<file path="config.mk">
export PLATFORM = sky130hd
export DESIGN_NAME = sort_rank_seq
export DESIGN_NICKNAME = d
export VERILOG_FILES = /design/src/rtl/cc_pkg.sv /design/src/rtl/sort_cmp_swap.sv /design/src/rtl/sort_rank_seq.sv
export SDC_FILE = /design/constraint.sdc
export NUM_CORES = 1
export LEC_CHECK = 0
export CORE_UTILIZATION = 55
export CTS_CLUSTER_DIAMETER = 120
export DETAILED_ROUTE_END_ITERATION = 7
export GPL_TIMING_DRIVEN = 1
export PLACE_DENSITY = 0.78
export SETUP_SLACK_MARGIN = 0.4
export SKIP_CTS_REPAIR_TIMING = 1
export SLEW_MARGIN = 30
export SYNTH_ARGS = -nofsm -noshare
export SYNTH_HDL_FRONTEND = slang
export SYNTH_HIERARCHICAL = 1
export SYNTH_SLANG_ARGS = --single-unit
</file>
<file path="constraint.sdc">
create_clock -name clk -period 4.16 [get_ports clk]
set_input_delay 0.416 -clock clk [delete_from_list [all_inputs] [get_ports clk]]
set_output_delay 0.416 -clock clk [all_outputs]
set_load 0.01 [all_outputs]
</file>
<file path="src/rtl/cc_pkg.sv">
// Shared definitions for the sort_rank_seq batch sorter: FSM states,
// opt bit positions and the width of the transformed value.
package cc_pkg;

    typedef enum logic [1:0] {
        ST_IDLE,
        ST_LOAD,
        ST_SORT,
        ST_OUT
    } state_e;

    // Bit positions inside the opt mode field
    localparam int unsigned OPT_SIGNED = 0;
    localparam int unsigned OPT_DESC   = 1;
    localparam int unsigned OPT_XFORM  = 2;

    // Stored values carry this many guard bits above the entry width
    localparam int unsigned VAL_EXT_BITS = 4;

    function automatic int unsigned val_width(input int unsigned w);
        return w + VAL_EXT_BITS;
    endfunction

endpackage

</file>
<file path="src/rtl/sort_cmp_swap.sv">
// Single signed compare-swap cell on {value, id} pairs. Equal values are
// ordered by id, so the lower arrival index always ends up in the lo slot.
module sort_cmp_swap #(
    parameter int unsigned VW = 8,
    parameter int unsigned IW = 3
) (
    input  logic                 desc,
    input  logic signed [VW-1:0] lo_val,
    input  logic        [IW-1:0] lo_id,
    input  logic signed [VW-1:0] hi_val,
    input  logic        [IW-1:0] hi_id,
    output logic signed [VW-1:0] out_lo_val,
    output logic        [IW-1:0] out_lo_id,
    output logic signed [VW-1:0] out_hi_val,
    output logic        [IW-1:0] out_hi_id
);

    logic swap;

    // Decide whether the pair is out of order, then route it
    always_comb begin
        swap = 1'b0;
        if (lo_val == hi_val) begin
            swap = (lo_id > hi_id);
        end else if (desc) begin
            swap = (lo_val < hi_val);
        end else begin
            swap = (lo_val > hi_val);
        end
        out_lo_val = swap ? hi_val : lo_val;
        out_lo_id  = swap ? hi_id  : lo_id;
        out_hi_val = swap ? lo_val : hi_val;
        out_hi_id  = swap ? lo_id  : hi_id;
    end

endmodule

</file>
<file path="src/rtl/sort_rank_seq.sv">
// Batch sorter: loads N entries, sorts them by odd-even transposition
// (one phase per cycle) and streams out the ranked {id, value} pairs.
// Optional build macro SORT_RANK_SEQ_TRANSFORM_EN enables the
// ext*(a+1)+b transform at load time; without it the extended value is stored.
module sort_rank_seq
    import cc_pkg::*;
#(
    parameter int unsigned N = 7,
    parameter int unsigned W = 4
) (
    input  logic                      clk,
    input  logic                      rst_n,
    input  logic                      in_valid,
    input  logic [W-1:0]              in_data,
    input  logic [2:0]                opt,
    input  logic [1:0]                a,
    input  logic [2:0]                b,
    output logic                      busy,
    output logic                      out_valid,
    output logic [$clog2(N)-1:0]      out_id,
    output logic [val_width(W)-1:0]   out_val
);

    localparam int unsigned VW = val_width(W);
    localparam int unsigned IW = $clog2(N);
    localparam int unsigned NC = N / 2;

    state_e                state_q, state_d;
    logic [IW-1:0]         cnt_q, cnt_d;
    logic signed [VW-1:0]  val_q [N];
    logic signed [VW-1:0]  val_d [N];
    logic [IW-1:0]         id_q [N];
    logic [IW-1:0]         id_d [N];
    logic                  sgn_q, sgn_d;
    logic                  desc_q, desc_d;
    logic                  out_valid_q, out_valid_d;
    logic [IW-1:0]         out_id_q, out_id_d;
    logic [VW-1:0]         out_val_q, out_val_d;
    logic                  busy_q, busy_d;

`ifdef SORT_RANK_SEQ_TRANSFORM_EN
    logic                  xf_q, xf_d;
    logic [1:0]            gain_q, gain_d;
    logic [2:0]            off_q, off_d;
`else
    logic                  unused_xform;
    assign unused_xform = ^{a, b, opt[OPT_XFORM]};
`endif

    logic                  first;
    logic                  accept;
    logic                  cur_sgn;
    logic signed [VW-1:0]  ext_v;
    logic signed [VW-1:0]  new_val;
    logic                  phase_odd;

    // Sort network: cell inputs, cell outputs, next array after one phase
    logic signed [VW-1:0]  c_lo_v [NC];
    logic signed [VW-1:0]  c_hi_v [NC];
    logic [IW-1:0]         c_lo_i [NC];
    logic [IW-1:0]         c_hi_i [NC];
    logic signed [VW-1:0]  o_lo_v [NC];
    logic signed [VW-1:0]  o_hi_v [NC];
    logic [IW-1:0]         o_lo_i [NC];
    logic [IW-1:0]         o_hi_i [NC];
    logic signed [VW-1:0]  net_v [N];
    logic [IW-1:0]         net_i [N];

    assign phase_odd = cnt_q[0];

    // Cell k sees pair (2k,2k+1) on even phases and (2k+1,2k+2) on odd ones
    for (genvar k = 0; k < NC; k++) begin : g_cell
        if (2 * k + 2 < N) begin : g_both
            assign c_lo_v[k] = phase_odd ? val_q[2*k+1] : val_q[2*k];
            assign c_lo_i[k] = phase_odd ? id_q[2*k+1]  : id_q[2*k];
            assign c_hi_v[k] = phase_odd ? val_q[2*k+2] : val_q[2*k+1];
            assign c_hi_i[k] = phase_odd ? id_q[2*k+2]  : id_q[2*k+1];
        end else begin : g_even
            assign c_lo_v[k] = val_q[2*k];
            assign c_lo_i[k] = id_q[2*k];
            assign c_hi_v[k] = val_q[2*k+1];
            assign c_hi_i[k] = id_q[2*k+1];
        end

        sort_cmp_swap #(.VW(VW), .IW(IW)) u_cs (
            .desc       (desc_q),
            .lo_val     (c_lo_v[k]),
            .lo_id      (c_lo_i[k]),
            .hi_val     (c_hi_v[k]),
            .hi_id      (c_hi_i[k]),
            .out_lo_val (o_lo_v[k]),
            .out_lo_id  (o_lo_i[k]),
            .out_hi_val (o_hi_v[k]),
            .out_hi_id  (o_hi_i[k])
        );
    end

    // Each position picks the cell output that owns it in the current phase
    for (genvar i = 0; i < N; i++) begin : g_pos
        logic signed [VW-1:0] ev_v, od_v;
        logic [IW-1:0]        ev_i, od_i;
        if ((i % 2 == 0) && (i + 1 < N)) begin : g_ev_lo
            assign ev_v = o_lo_v[i/2];
            assign ev_i = o_lo_i[i/2];
        end else if (i % 2 == 1) begin : g_ev_hi
            assign ev_v = o_hi_v[i/2];
            assign ev_i = o_hi_i[i/2];
        end else begin : g_ev_keep
            assign ev_v = val_q[i];
            assign ev_i = id_q[i];
        end
        if ((i % 2 == 1) && (i + 1 < N)) begin : g_od_lo
            assign od_v = o_lo_v[i/2];
            assign od_i = o_lo_i[i/2];
        end else if ((i % 2 == 0) && (i >= 2)) begin : g_od_hi
            assign od_v = o_hi_v[i/2-1];
            assign od_i = o_hi_i[i/2-1];
        end else begin : g_od_keep
            assign od_v = val_q[i];
            assign od_i = id_q[i];
        end
        assign net_v[i] = phase_odd ? od_v : ev_v;
        assign net_i[i] = phase_odd ? od_i : ev_i;
    end

    // Extend and optionally transform the incoming entry
    always_comb begin
        first   = (state_q == ST_IDLE);
        accept  = in_valid && ((state_q == ST_IDLE) || (state_q == ST_LOAD));
        cur_sgn = first ? opt[OPT_SIGNED] : sgn_q;
        ext_v   = cur_sgn ? {{VAL_EXT_BITS{in_data[W-1]}}, in_data}
                          : {{VAL_EXT_BITS{1'b0}}, in_data};
        new_val = ext_v;
`ifdef SORT_RANK_SEQ_TRANSFORM_EN
        begin
            logic       cur_xf;
            logic [1:0] cur_a;
            logic [2:0] cur_b;
            logic [2:0] gain;
            cur_xf = first ? opt[OPT_XFORM] : xf_q;
            cur_a  = first ? a : gain_q;
            cur_b  = first ? b : off_q;
            gain   = {1'b0, cur_a} + 3'd1;
            if (cur_xf) begin
                new_val = ext_v * $signed({{(VW-3){1'b0}}, gain})
                        + $signed({{(VW-3){1'b0}}, cur_b});
            end
        end
`endif
    end

    // Next-state logic for the FSM, storage and registered outputs
    always_comb begin
        state_d     = state_q;
        cnt_d       = cnt_q;
        val_d       = val_q;
        id_d        = id_q;
        sgn_d       = sgn_q;
        desc_d      = desc_q;
`ifdef SORT_RANK_SEQ_TRANSFORM_EN
        xf_d        = xf_q;
        gain_d      = gain_q;
        off_d       = off_q;
`endif
        out_valid_d = 1'b0;
        out_id_d    = '0;
        out_val_d   = '0;
        case (state_q)
            ST_IDLE, ST_LOAD: begin
                if (accept) begin
                    val_d[cnt_q] = new_val;
                    id_d[cnt_q]  = cnt_q;
                    if (first) begin
                        sgn_d  = opt[OPT_SIGNED];
                        desc_d = opt[OPT_DESC];
`ifdef SORT_RANK_SEQ_TRANSFORM_EN
                        xf_d   = opt[OPT_XFORM];
                        gain_d = a;
                        off_d  = b;
`endif
                    end
                    if (cnt_q == IW'(N - 1)) begin
                        cnt_d   = '0;
                        state_d = ST_SORT;
                    end else begin
                        cnt_d   = cnt_q + 1'b1;
                        state_d = ST_LOAD;
                    end
                end
            end
            ST_SORT: begin
                val_d = net_v;
                id_d  = net_i;
                if (cnt_q == IW'(N - 1)) begin
                    cnt_d   = '0;
                    state_d = ST_OUT;
                end else begin
                    cnt_d = cnt_q + 1'b1;
                end
            end
            ST_OUT: begin
                out_valid_d = 1'b1;
                out_id_d    = id_q[cnt_q];
                out_val_d   = val_q[cnt_q];
                if (cnt_q == IW'(N - 1)) begin
                    cnt_d   = '0;
                    state_d = ST_IDLE;
                end else begin
                    cnt_d = cnt_q + 1'b1;
                end
            end
            default: begin
                state_d = ST_IDLE;
                cnt_d   = '0;
            end
        endcase
        busy_d = (state_d == ST_SORT) || (state_d == ST_OUT);
    end

    // State and output registers, cleared asynchronously
    always_ff @(posedge clk or negedge rst_n) begin
        if (!rst_n) begin
            state_q     <= ST_IDLE;
            cnt_q       <= '0;
            val_q       <= '{default: '0};
            id_q        <= '{default: '0};
            sgn_q       <= 1'b0;
            desc_q      <= 1'b0;
`ifdef SORT_RANK_SEQ_TRANSFORM_EN
            xf_q        <= 1'b0;
            gain_q      <= '0;
            off_q       <= '0;
`endif
            out_valid_q <= 1'b0;
            out_id_q    <= '0;
            out_val_q   <= '0;
            busy_q      <= 1'b0;
        end else begin
            state_q     <= state_d;
            cnt_q       <= cnt_d;
            val_q       <= val_d;
            id_q        <= id_d;
            sgn_q       <= sgn_d;
            desc_q      <= desc_d;
`ifdef SORT_RANK_SEQ_TRANSFORM_EN
            xf_q        <= xf_d;
            gain_q      <= gain_d;
            off_q       <= off_d;
`endif
            out_valid_q <= out_valid_d;
            out_id_q    <= out_id_d;
            out_val_q   <= out_val_d;
            busy_q      <= busy_d;
        end
    end

    assign busy      = busy_q;
    assign out_valid = out_valid_q;
    assign out_id    = out_id_q;
    assign out_val   = out_val_q;

endmodule

</file>
==> After elaboration in Yosys (flattened, before gate mapping) <==
Index checks and enable logic that the tools add are counted.
{ "word_totals": {"ff_bits": 97, "in_bits": 15, "output_inout_bits": 13, "wordCells": 133} }
{ "op_classes": {"addsub": 1, "n_lt_le_gt_ge": 11, "eq_ne": 12, "n_mux": 73, "bitwise": 1, "n_reduce_logical": 13} }
{ "op_table": {"columns": ["operator", "count"], "rows": [
  ["$mux W8", 24],
  ["$pmux W56 S2", 1],
  ["$mux W3", 25],
  ["$bwmux W56", 1],
  ["$mux W56", 1],
  ["$pmux W21 S2", 1],
  ["$bmux W8 S3", 1],
  ["$demux W8 S3", 1],
  ["$eq A8 B8 Y1", 3],
  ["$gt A8 B8 Y1", 3],
  ["$lt A8 B8 Y1", 3],
  ["$bwmux W21", 1],
  ["$mux W21", 1],
  ["$bmux W3 S3", 1],
  ["$demux W3 S3", 1],
  ["$gt A3 B3 Y1", 3],
  ["$reduce_and A3 Y1", 3],
  ["$eq A2 B2 Y1 const B", 4],
  ["$mux W1", 8],
  ["$mux W2", 4],
  ["$ne A2 B2 Y1 const B", 3],
  ["$pmux W2 S3", 1],
  ["$pmux W3 S2", 1],
  ["$ge A4 B4 Y1 const B", 1],
  ["11 further kinds", 15]
]} }

==> Depth between registers and ports, before layout <==
{ "depth": {"word_depth": 8, "mapped_depth": 19, "mapped_depth_nobuf": 13} }

==> Cells and area by module <==
Netlist, hierarchy kept.
{ "by_module_without_submodules": {"columns": ["mod", "n_inst", "cells_per_inst", "area_each_um2", "seq_area_each_um2"], "rows": [
  ["sort_rank_seq", 1, 577, 5940.7, 2402.3],
  ["sort_cmp_swap", 3, 198, 1346.3, 0.0]
]} }

==> Least setup slack after synthesis <==
OpenSTA, ideal clock, no wires.
{ "synth_path": {"path_kind": "reg-to-reg", "startpoint": "register cnt_q[0]", "endpoint": "register val_q[10] in the netlist's numbering", "setup_ns": 0.118, "t_arrival_ns": 3.486, "required_time_ns": 4.042, "path_slack_ns": 0.556, "path_stages_with_launch": 20, "n_path_buf": 7, "synth_period_minus_slack_ns": 3.604, "path_cell_list": "dfrtp_1 > buf_6 > buf_12 > buf_6 > buf_4 > buf_2 > mux2_2 > inv_1 > ha_1 > nor2b_1 > o211ai_1 > a21o_1 > buf_2 > buf_2 > mux2i_1 > o311ai_1 > mux2_2 > nand2_1 > a21oi_1 > a21o_1"} }
{ "synth_lines": {"columns": ["item", "line", "source"], "rows": [
  ["from (decl)", "sort_rank_seq.sv:29", "logic [IW-1:0] cnt_q, cnt_d;"],
  ["from (signal assigned)", "sort_rank_seq.sv:240", "cnt_q <= cnt_d;"],
  ["to (signal assigned)", "sort_rank_seq.sv:241", "val_q <= val_d;"],
  ["to (decl)", "sort_rank_seq.sv:30", "logic signed [VW-1:0] val_q [N];"]
]} }

==> impl.org <==
** Status
- The run finished with clean final reports.

** STA
- Timing would allow up to ~280 MHz.
- Across all setup checks in the final design, the least slack found is roughly 530 ps.
- Total count of hold-check failures in the final report :: 0
- Unrepaired setup endpoints after global routing :: no
- Max Transition Viols Final :: 0
- Counting I/O delays and the setup requirement, the final critical path takes ~3600 ps.
- In this run the tightest slew margin relative to its limit is 0.397.
- Sum Neg Setup Slack :: 0 ps
- Final critical-path share of the clock period :: 0.873
- Post-route clock skew :: approximately 11 ps
- Worst slew pin tran :: 901 ps
- Setup violations remaining at the end of the flow were counted as 0.

** Global routing
- Number of global-route vias before repair :: a little under 9000
- Entering global routing, the biggest net connects 73 pins.
- First-pass GRT wire length :: ~46000 um
- Antenna violations before repair :: 1
- Summed over all layers, the global routing overflow is 0.
- For this run, the total global-route usage over all layers was measured as 0.312.

** Placed design
- Worst slack at placement :: about 320 ps
- Placed cell count :: 1366
- DP Wirelength :: 19900 um
- In this run the cell area measured after placement is between 0.01 and 0.015 mm^2.
- Routability-driven placement finished with a final weighted congestion of 0.940.
- Port Buffers :: 21

** Setup path
- The slowest stage of the critical path belongs to the cell sky130_fd_sc_hd__dfrtp_4.
- In this run the critical register-to-register path is launched from cnt_q[0].
- The largest single stage delay on the critical path is 550 ps.
- STA puts the critical path data required time at ~4400 ps.
- The worst register-to-register path has a depth of 14.
- Worst-path cell chain :: buf_16 > buf_12 > mux2_2 > inv_1 > ha_2 > a21oi_2 > o21ai_4 > a21o_1 > a211oi_2 > buf_4 > o211ai_1 > mux2i_1 > o221ai_1 > o21a_1
- CP Capture Type :: flip-flop
- Flop-to-flop setup slack :: about 530 ps
- In this run the critical register-to-register path is captured at val_q[24].
- At the worst endpoint, the arrival time is between 3000 and 4000 ps.
- Kind of critical path :: reg -> reg
- STA classifies the critical path startpoint as a flip-flop.
- Of all nets on the critical path, the largest fanout is 32.

** Clock tree
- Max Root-Sink Buffers :: 2
- Counting the buffers created by CTS gives 9.
- The H-tree generated during clock tree synthesis spans 3 levels.
- TritonCTS built the clock tree.
- Clock root buffer :: sky130_fd_sc_hd__clkbuf_16
- After clock tree synthesis, the clock-pin slew on the worst setup and hold paths is approximately 80 ps.
- Clock latency on the worst-skew pair :: approximately 370 ps
- Sink Count :: 96

** Drt
- Dividing the detail-routed via count by the number of cells gives ~7.
- Detailed routing inserted a total of ~9600 vias.
- The routed design has 28700 um of wire.
- Count of unresolved DRC violations after routing :: 0
- Before antenna repair, the detailed router went through 5 iterations.
- The detailed router finished its first iteration with slightly below 1000 violations.
- Routed Antenna Nets :: 0
- Per-cell routed wire length :: slightly above 20 um

** Yosys
- The average instance in the mapped netlist occupies 8.52 um^2.
- Sorting the synthesized cells by area gives the leading types as sky130_fd_sc_hd__dfrtp_1 24%, sky130_fd_sc_hd__mux2i_1 11%, sky130_fd_sc_hd__mux2_2 8.7%, sky130_fd_sc_hd__a22oi_1 5.7%, sky130_fd_sc_hd__nand2_1 4.5%.
- Post-synth top area share :: 0.241
- Summing every instance area after synthesis gives ~0.01 mm^2.
- Synth warn :: 6
- sky130_fd_sc_hd__dfrtp_1 takes more of the synthesized area than any other cell.
- Primary FF master, synth :: sky130_fd_sc_hd__dfrtp_1
- Counting every instance in the synthesized netlist gives approximately 1200.
- Part of the Yosys area used for sequential elements :: 0.241
- The synthesized design contains 0 enable-type register cells.
- Top cells by count, synth :: 119 x sky130_fd_sc_hd__nand2_1, 108 x sky130_fd_sc_hd__mux2i_1, 96 x sky130_fd_sc_hd__dfrtp_1
- The synthesized design contains 96 register bits.
- After synthesis, the share of flip-flops with an asynchronous set or reset is 1.00.
- By instance count, the leading cell after synthesis is sky130_fd_sc_hd__nand2_1.
- The netlist uses between 50 and 60 different library cells.
- The number of nets handed over by synthesis was approximately 1200.

** Die
- Total die area :: roughly 0.019 mm^2
- Total number of placement rows :: 48
- Overall die width :: 137 um
- The initial utilization of the core area, before any placement, comes to 0.569.
- I/O Pins :: 28
- The die is 137 um tall.
- In this run the standard cell core region covers about 0.018 mm^2.

** Worst hold path
- The min-delay analysis places its worst path in the category in -> async.

** Cells and area
- Relative to the synthesized area, the layout overhead comes to 8.98%.
- Final layout net count :: 1207
- Layout cells sized above 1 :: 0.182
- Antenna cell count :: 0
- Total non-filler cell area in the finished layout :: 0.0109 mm^2
- After filler insertion, the fill cell instance count of the layout stands at 1504.
- Final cell count without fillers :: ~1400

** Flow run
- Max-cap violations in this run came to 0.
registers in the layout, summed over array words and instances, names as in the netlist, named ones only:
signal,cells
out_val,8
desc_q,1
g_pos.od_v,8
cnt_q,3
val_q,40
g_pos.ev_v,8
sgn_q,1
g_pos.od_i,3
out_valid,1
g_pos.ev_i,3
id_q,15
out_id,3
cell families (layout without fill, tap and decap cells):
| kind of cell | after synthesis | count (layout) | synth area share |
|---|---|---|---|
| AND/OR/NAND/NOR | 366 | 366 | 0.181 |
| multiplexers | 198 | 198 | 0.219 |
| buffers and inverters | 159 | 152 | 0.0794 |
| XOR/XNOR | 6 | 6 | 0.00527 |
| adder cells (fa/ha/maj) | 33 | 33 | 0.0414 |
| AO/OA/AOI/OAI | 313 | 313 | 0.233 |
| flip-flops | 96 | 96 | 0.241 |
routing by layer:
metal	up-vias	part of all wire	wire (um)	GRT usage
li1	4425	-	-	-
met1	4623	0.44	12500	0.422
met2	434	0.45	13000	0.490
met3	92	0.065	1860	0.0363
met4	0	0.045	1290	0.162
met5	-	0	0	0
critical path, delay by kind of cell, from the launching register on:
| kind | cells | cell delay, ps |
|---|---|---|
| AO/OA/AOI/OAI | 7 | 1280 |
| buffers and inverters | 4 | 780 |
| multiplexers | 2 | 560 |
| flip-flops | 1 | 550 |
| adder cells (fa/ha/maj) | 1 | 330 |
layout by cell type, fill, tap and decap left out, types with 4 or more instances in the layout:
cell                                n
sky130_fd_sc_hd__nand2_1          119
sky130_fd_sc_hd__a21oi_1           33
sky130_fd_sc_hd__o211ai_1          39
sky130_fd_sc_hd__a31oi_1           22
sky130_fd_sc_hd__dfrtp_1           95
sky130_fd_sc_hd__or2_1              4
sky130_fd_sc_hd__clkbuf_16         10
sky130_fd_sc_hd__mux2_4             7
sky130_fd_sc_hd__nor3_1            68
sky130_fd_sc_hd__buf_12             4
sky130_fd_sc_hd__clkdlybuf4s50_1   20
sky130_fd_sc_hd__mux4_2             6
sky130_fd_sc_hd__buf_6              6
sky130_fd_sc_hd__o21ai_4            4
sky130_fd_sc_hd__a22oi_1           76
sky130_fd_sc_hd__and3_1            33
sky130_fd_sc_hd__a21o_1             9
sky130_fd_sc_hd__and2_1             7
sky130_fd_sc_hd__buf_4             56
sky130_fd_sc_hd__o221ai_1          16
sky130_fd_sc_hd__nand3_1           15
sky130_fd_sc_hd__o311ai_1          29
sky130_fd_sc_hd__mux2i_1          108
sky130_fd_sc_hd__nor2b_1           13
sky130_fd_sc_hd__nor4_1            33
sky130_fd_sc_hd__inv_1             48
sky130_fd_sc_hd__o21ai_0           24
sky130_fd_sc_hd__o22ai_1           13
sky130_fd_sc_hd__mux2_2            77
sky130_fd_sc_hd__o21a_1            20
sky130_fd_sc_hd__o311ai_2           4
sky130_fd_sc_hd__nor2_1            52
sky130_fd_sc_hd__ha_1              31
how the worst max path moves through the flow:
stage,cells after the start,to,startpoint
2_1_floorplan,19,val_q[10],cnt_q[0]
3_3_place_gp,13,val_q[38],cnt_q[0]
3_5_place_dp,12,val_q[29],cnt_q[0]
4_1_cts,12,val_q[29],cnt_q[0]
5_1_grt,14,val_q[31],cnt_q[0]
6_report,14,val_q[24],cnt_q[0]
cell type report:
type                       count  area, um^2  area share
tap                          225         282      0.0259
timing repair buffer          88         821      0.0755
sequential                    96        2410       0.221
inverter                      48         180      0.0166
clock inverter                 7        72.6     0.00667
multi-input combinational    916        6890       0.633
clock buffer                   9         225      0.0207
per-stage QoR:
stage / hold WS [ps] / util
floorplan: 120 / -
global placement: 484 / 0.592
detailed placement: 490 / 0.592
CTS: 220 / 0.609
global route: 97.9 / 0.620
finish: 41.1 / 0.620
Power is not shown: default switching activity piles up to over one toggle a cycle in this logic, so the estimate is an artifact.
